===== config.mk =====
export PLATFORM = sky130hd
export DESIGN_NAME = shift_add_multiplier
export DESIGN_NICKNAME = d
export VERILOG_FILES = /design/src/rtl/shift_add_mult_pkg.sv /design/src/rtl/shift_add_step.sv /design/src/rtl/shift_add_multiplier.sv
export SDC_FILE = /design/constraint.sdc
export NUM_CORES = 1
export LEC_CHECK = 0
export CORE_AREA = 5 5 75 77
export CTS_CLUSTER_SIZE = 24
export DETAILED_ROUTE_END_ITERATION = 6
export DIE_AREA = 0 0 80 82
export PLACE_DENSITY = 0.77
export SYNTH_ARGS = -nofsm -noshare
export SYNTH_HDL_FRONTEND = slang
export SYNTH_SLANG_ARGS = --single-unit

===== constraint.sdc =====
create_clock -name clk -period 2.5 [get_ports clk]
set_input_delay 0.5 -clock clk [delete_from_list [all_inputs] [get_ports clk]]
set_output_delay 0.5 -clock clk [all_outputs]
set_load 0.01 [all_outputs]

===== src/rtl/shift_add_mult_pkg.sv =====
// rtl/shift_add_mult_pkg.sv - shared types and sizing helpers for the shift-and-add multiplier
package shift_add_mult_pkg;

    typedef enum logic [1:0] {
        LOAD = 2'd0,
        CALC = 2'd1,
        DONE = 2'd2
    } state_t;

    // Counter must reach n (one past the last iteration), never narrower than 1 bit.
    function automatic int cnt_width(input int iterations);
        int w;
        w = $clog2(iterations + 1);
        return (w < 1) ? 1 : w;
    endfunction

endpackage


===== src/rtl/shift_add_step.sv =====
// rtl/shift_add_step.sv - one combinational add-then-shift iteration of the multiplier
module shift_add_step #(
    parameter int m = 8,
    parameter int n = 8
) (
    input  logic [m:0]   a,
    input  logic [m-1:0] dr,
    input  logic [n-1:0] qr,
    output logic [m:0]   a_next,
    output logic [n-1:0] qr_next
);

    logic [m:0] sum;

    // a[m] is always zero after a shift, so adding the whole register equals adding a[m-1:0].
    always_comb begin
        sum = a;
        if (qr[0]) begin
            sum = a + {1'b0, dr};
        end
        a_next = {1'b0, sum[m:1]};
    end

    generate
        if (n == 1) begin : g_qr_single
            assign qr_next = sum[0];
        end else begin : g_qr_multi
            assign qr_next = {sum[0], qr[n-1:1]};
        end
    endgenerate

endmodule


===== src/rtl/shift_add_multiplier.sv =====
// rtl/shift_add_multiplier.sv - sequential unsigned m x n multiplier, reset release starts one product
module shift_add_multiplier
    import shift_add_mult_pkg::*;
#(
    parameter int m = 8,
    parameter int n = 8
) (
    input  logic           clk,
    input  logic           rst,
    input  logic [m-1:0]   D,
    input  logic [n-1:0]   Q,
    output logic [m+n-1:0] out
);

    localparam int CNT_W = cnt_width(n);

    state_t           state_q;
    state_t           state_d;
    logic [m:0]       a_q;
    logic [n-1:0]     qr_q;
    logic [m-1:0]     dr_q;
    logic [CNT_W-1:0] cnt_q;
    logic [m:0]       a_nxt;
    logic [n-1:0]     qr_nxt;
    logic             load_ops;
    logic             do_step;
    logic             last_step;

    shift_add_step #(
        .m(m),
        .n(n)
    ) u_step (
        .a      (a_q),
        .dr     (dr_q),
        .qr     (qr_q),
        .a_next (a_nxt),
        .qr_next(qr_nxt)
    );

    assign last_step = (cnt_q == CNT_W'(n - 1));

    always_ff @(posedge clk or negedge rst) begin
        if (!rst) begin
            state_q <= LOAD;
        end else begin
            state_q <= state_d;
        end
    end

    always_comb begin
        state_d  = state_q;
        load_ops = 1'b0;
        do_step  = 1'b0;
        case (state_q)
            LOAD: begin
                load_ops = 1'b1;
                state_d  = CALC;
            end
            CALC: begin
                do_step = 1'b1;
                if (last_step) begin
                    state_d = DONE;
                end
            end
            DONE: begin
                state_d = DONE;
            end
            default: begin
                state_d = LOAD;
            end
        endcase
    end

    // Operands are captured only in LOAD; DONE holds everything until the next reset.
    always_ff @(posedge clk or negedge rst) begin
        if (!rst) begin
            a_q   <= '0;
            qr_q  <= '0;
            dr_q  <= '0;
            cnt_q <= '0;
            out   <= '0;
        end else if (load_ops) begin
            dr_q  <= D;
            qr_q  <= Q;
            a_q   <= '0;
            cnt_q <= '0;
        end else if (do_step) begin
            a_q   <= a_nxt;
            qr_q  <= qr_nxt;
            cnt_q <= cnt_q + CNT_W'(1);
            if (last_step) begin
                out <= {a_nxt[m-1:0], qr_nxt};
            end
        end
    end

endmodule


==> flow_metrics.py <==
metrics = {
    "status": {
        "status": "finished clean",
    },
    "sta": {
        "worst_slew_pin_slew_ns": 0.694,
        "finalCritPeriodShare": 0.813,
        "layout_min_cycle_time_ns": 2.03,
        "clock.fmax_ghz": 0.492,
        "fin_setup_tns_ns": 0,
        "skew_ns": 0.00876,
        "relSlewSlack": 0.536,
        "final_hold_viol_count": 0,
        "drv_slew": 0,
        "grt_setup_unrepaired": "no",
        "setup_viol": 0,
    },
    "layout": {
        "final_nets": 293,
        "antenna_cells": 0,
        "layout_commonest_cell": "dfrtp_1",
        "syn_to_final_growth_pct": 22.1,
        "fill_cells": 458,
        "layout_common_cells": "dfrtp_1 (46), nand2_1 (44), clkdlybuf4s50_1 (32), o21ai_0 (23), nor2_1 (16)",
        "drive_above_1_share": 0.122,
        "instances_no_fill": 333,
    },
    "global_routing": {
        "grt_max_degree": 47,
        "grt_pass1_vias": 1701,
        "grt_usage": 0.156,
        "gr-total-overflow": 0,
        "antenna_found_initial": 0,
        "grt_pass1_wl_um": 7950,
    },
    "logic_synthesis": {
        "synth_edf_count": 0,
        "synthFlopType": "dfrtp_1",
        "ys_ff_latch": 46,
        "ys_warn_count": 0,
        "syn_inst": 226,
        "async_flop_share": 1.00,
        "synth_cell_type_count": 41,
        "syn_nets": 257,
        "synth_area_um2": 2340,
        "avgSynthCellArea_um2": 10.4,
        "yosysSeqAreaShare": 0.492,
    },
    "power": {
        "seq_power_share": 0.415,
        "switching_share": 0.331,
        "powerDensity_nw_per_um2": 932,
        "p_switching_mw": 0.881,
        "p_leak_nw": 1.24,
        "max-vdd-ir-drop_mv": 0.503,
        "comb_power_share": 0.380,
        "clkPwrFrac": 0.205,
        "p_int_mw": 1.78,
    },
    "detailed_routing": {
        "drtPass1Iterations": 4,
        "wl_per_cell_um": 13.7,
        "drc": 0,
        "viasPerCell": 5.18,
        "drtIter0Drc": 56,
        "wl_um": 4550,
        "vias": 1724,
        "drtAntennaViolNets": 0,
    },
    "clock_network": {
        "clockBufferDepth": 2,
        "ctsHoldBuffers": 0,
        "htree_num_levels": 2,
        "cts.clk_slew.worst_paths_ns": 0.09,
        "cts_resized": 0,
        "numCtsBuffers": 5,
        "clk_latency_ns": 0.30,
        "cts_tree": "done",
        "postCtsSetupRepairBufs": 0,
        "cts-root-buf": "clkbuf_8",
        "clock-sinks": 46,
    },
    "die": {
        "ios": 34,
        "die_x_um": 80,
        "die-area_um2": 6560,
        "die_h_um": 82,
        "coreArea_um2": 4940,
        "initial_utilization": 0.473,
        "rows": 26,
    },
    "placed_design": {
        "place_inst": 325,
        "gp_congestion": 0.782,
        "hpwlAfterDp_um": 3290,
        "port_buffers": 33,
    },
    "setup_path": {
        "end_kind": "flop",
        "crit_type": "flop to flop",
        "worstPathRequired_ns": 2.70,
        "arrival_ns": 2.23,
        "timing.critical_path.fanout_max": 3,
        "crit_path_start_kind": "flop",
    },
    "hold_path": {
        "hold_class": "input port to async pin",
    },
    "job": {
        "maxCapViolCount": 0,
    },
}
Yosys cell counts (2+ instances only):
cell       n  area (um^2)
o21ai_0   23          115
xor2_1     2         17.5
nand3b_1   2         15.0
a21oi_1    4         20.0
mux2_2     8         90.1
xnor2_1    2         17.5
ha_1      12          150
mux2i_1   11          110
nor2_1    16         60.1
buf_6      3         33.8
o31ai_1    2         15.0
clkbuf_1   6         22.5
nand2_1   44          165
o21a_2     2         17.5
dfrtp_1   46         1150
a31oi_1    4         25.0
inv_1      7         26.3
nor2b_1    3         18.8
a211oi_1   6         45.0
a311oi_2   2         30.0
cell families after synthesis:
kind of cell	share of synthesized area
flops	0.492
mux	0.0856
compound gates	0.159
simple gates	0.135
fa+ha+maj	0.0727
buf+inv	0.0406
xor+xnor	0.0150
layout make-up:
type,count,area [um^2],share of cell area
sequential,46,1150,0.403
timing repair buffer,40,390,0.137
tap,70,87.6,0.0306
inverter,7,26.3,0.00919
clock buffer,5,68.8,0.0241
clock inverter,3,40.0,0.0140
multi-input combinational,162,1090,0.383
metal layers:
metal  vias to the layer above  global-route usage  part of all wire
met5                         -                   0                 0
li1                        855                   -                 -
met2                        35               0.261              0.48
met1                       829               0.203              0.46
met3                         5              0.0406             0.053
met4                         0              0.0355            0.0083
power by group through the flow:
| stage | Combinational, mW | Sequential (mW) | Clock, mW |
|---|---|---|---|
| final | 1.01 | 1.10 | 0.547 |
| after global routing | 1.13 | 1.13 | 0.600 |
| after CTS | 1.02 | 1.10 | 0.562 |
| after detailed placement | 1.02 | 1.12 | 0 |
| after global placement | 0.992 | 1.11 | 0 |
| after floorplan | 0.612 | 1.13 | 0 |
stage by stage:
stage / setup WS (ns) / utilization / power, mW / hold WS (ns) / instance area (um^2)
after CTS: 0.463 / 0.578 / 2.69 / 0.169 / 2860
after global routing: 0.311 / 0.578 / 2.86 / 0.177 / 2860
final: 0.469 / 0.578 / 2.66 / 0.160 / 2860
after detailed placement: 0.492 / 0.556 / 2.14 / 0.462 / 2750
after floorplan: 0.627 / - / 1.74 / 0.204 / 2340
after global placement: 0.542 / 0.556 / 2.10 / 0.458 / 2750
worst max-delay path, stage by stage (launching register included):
cell     delay (ns)
dfrtp_1        0.37
ha_1           0.20
inv_1          0.07
fa_1           0.40
nor2b_1        0.16
o31ai_1        0.11
a21bo_1        0.19
nor3b_2        0.16
o41ai_2        0.27
sequential cells by signal, indices dropped and copies added (netlist names):
register and flops:
qr_q 8, a_q 8, dr_q 8, state_q 2, cnt_q 4, out 16
path summary, 6_finish.rpt:
check	startpoint	end	slack (ns)	cells after the start
max reg2reg	a_q[0]	a_q[7]	0.47	8
min reg2reg	out[4]	out[4]	0.48	2
max	a_q[0]	a_q[7]	0.47	8
max in group asynchronous	rst	dr_q[2]	2.12	2
min in group clk	out[4]	out[4]	0.48	2
min	rst	out[0]	0.16	2
No activity file was read; power rests on OpenSTA's default activity.
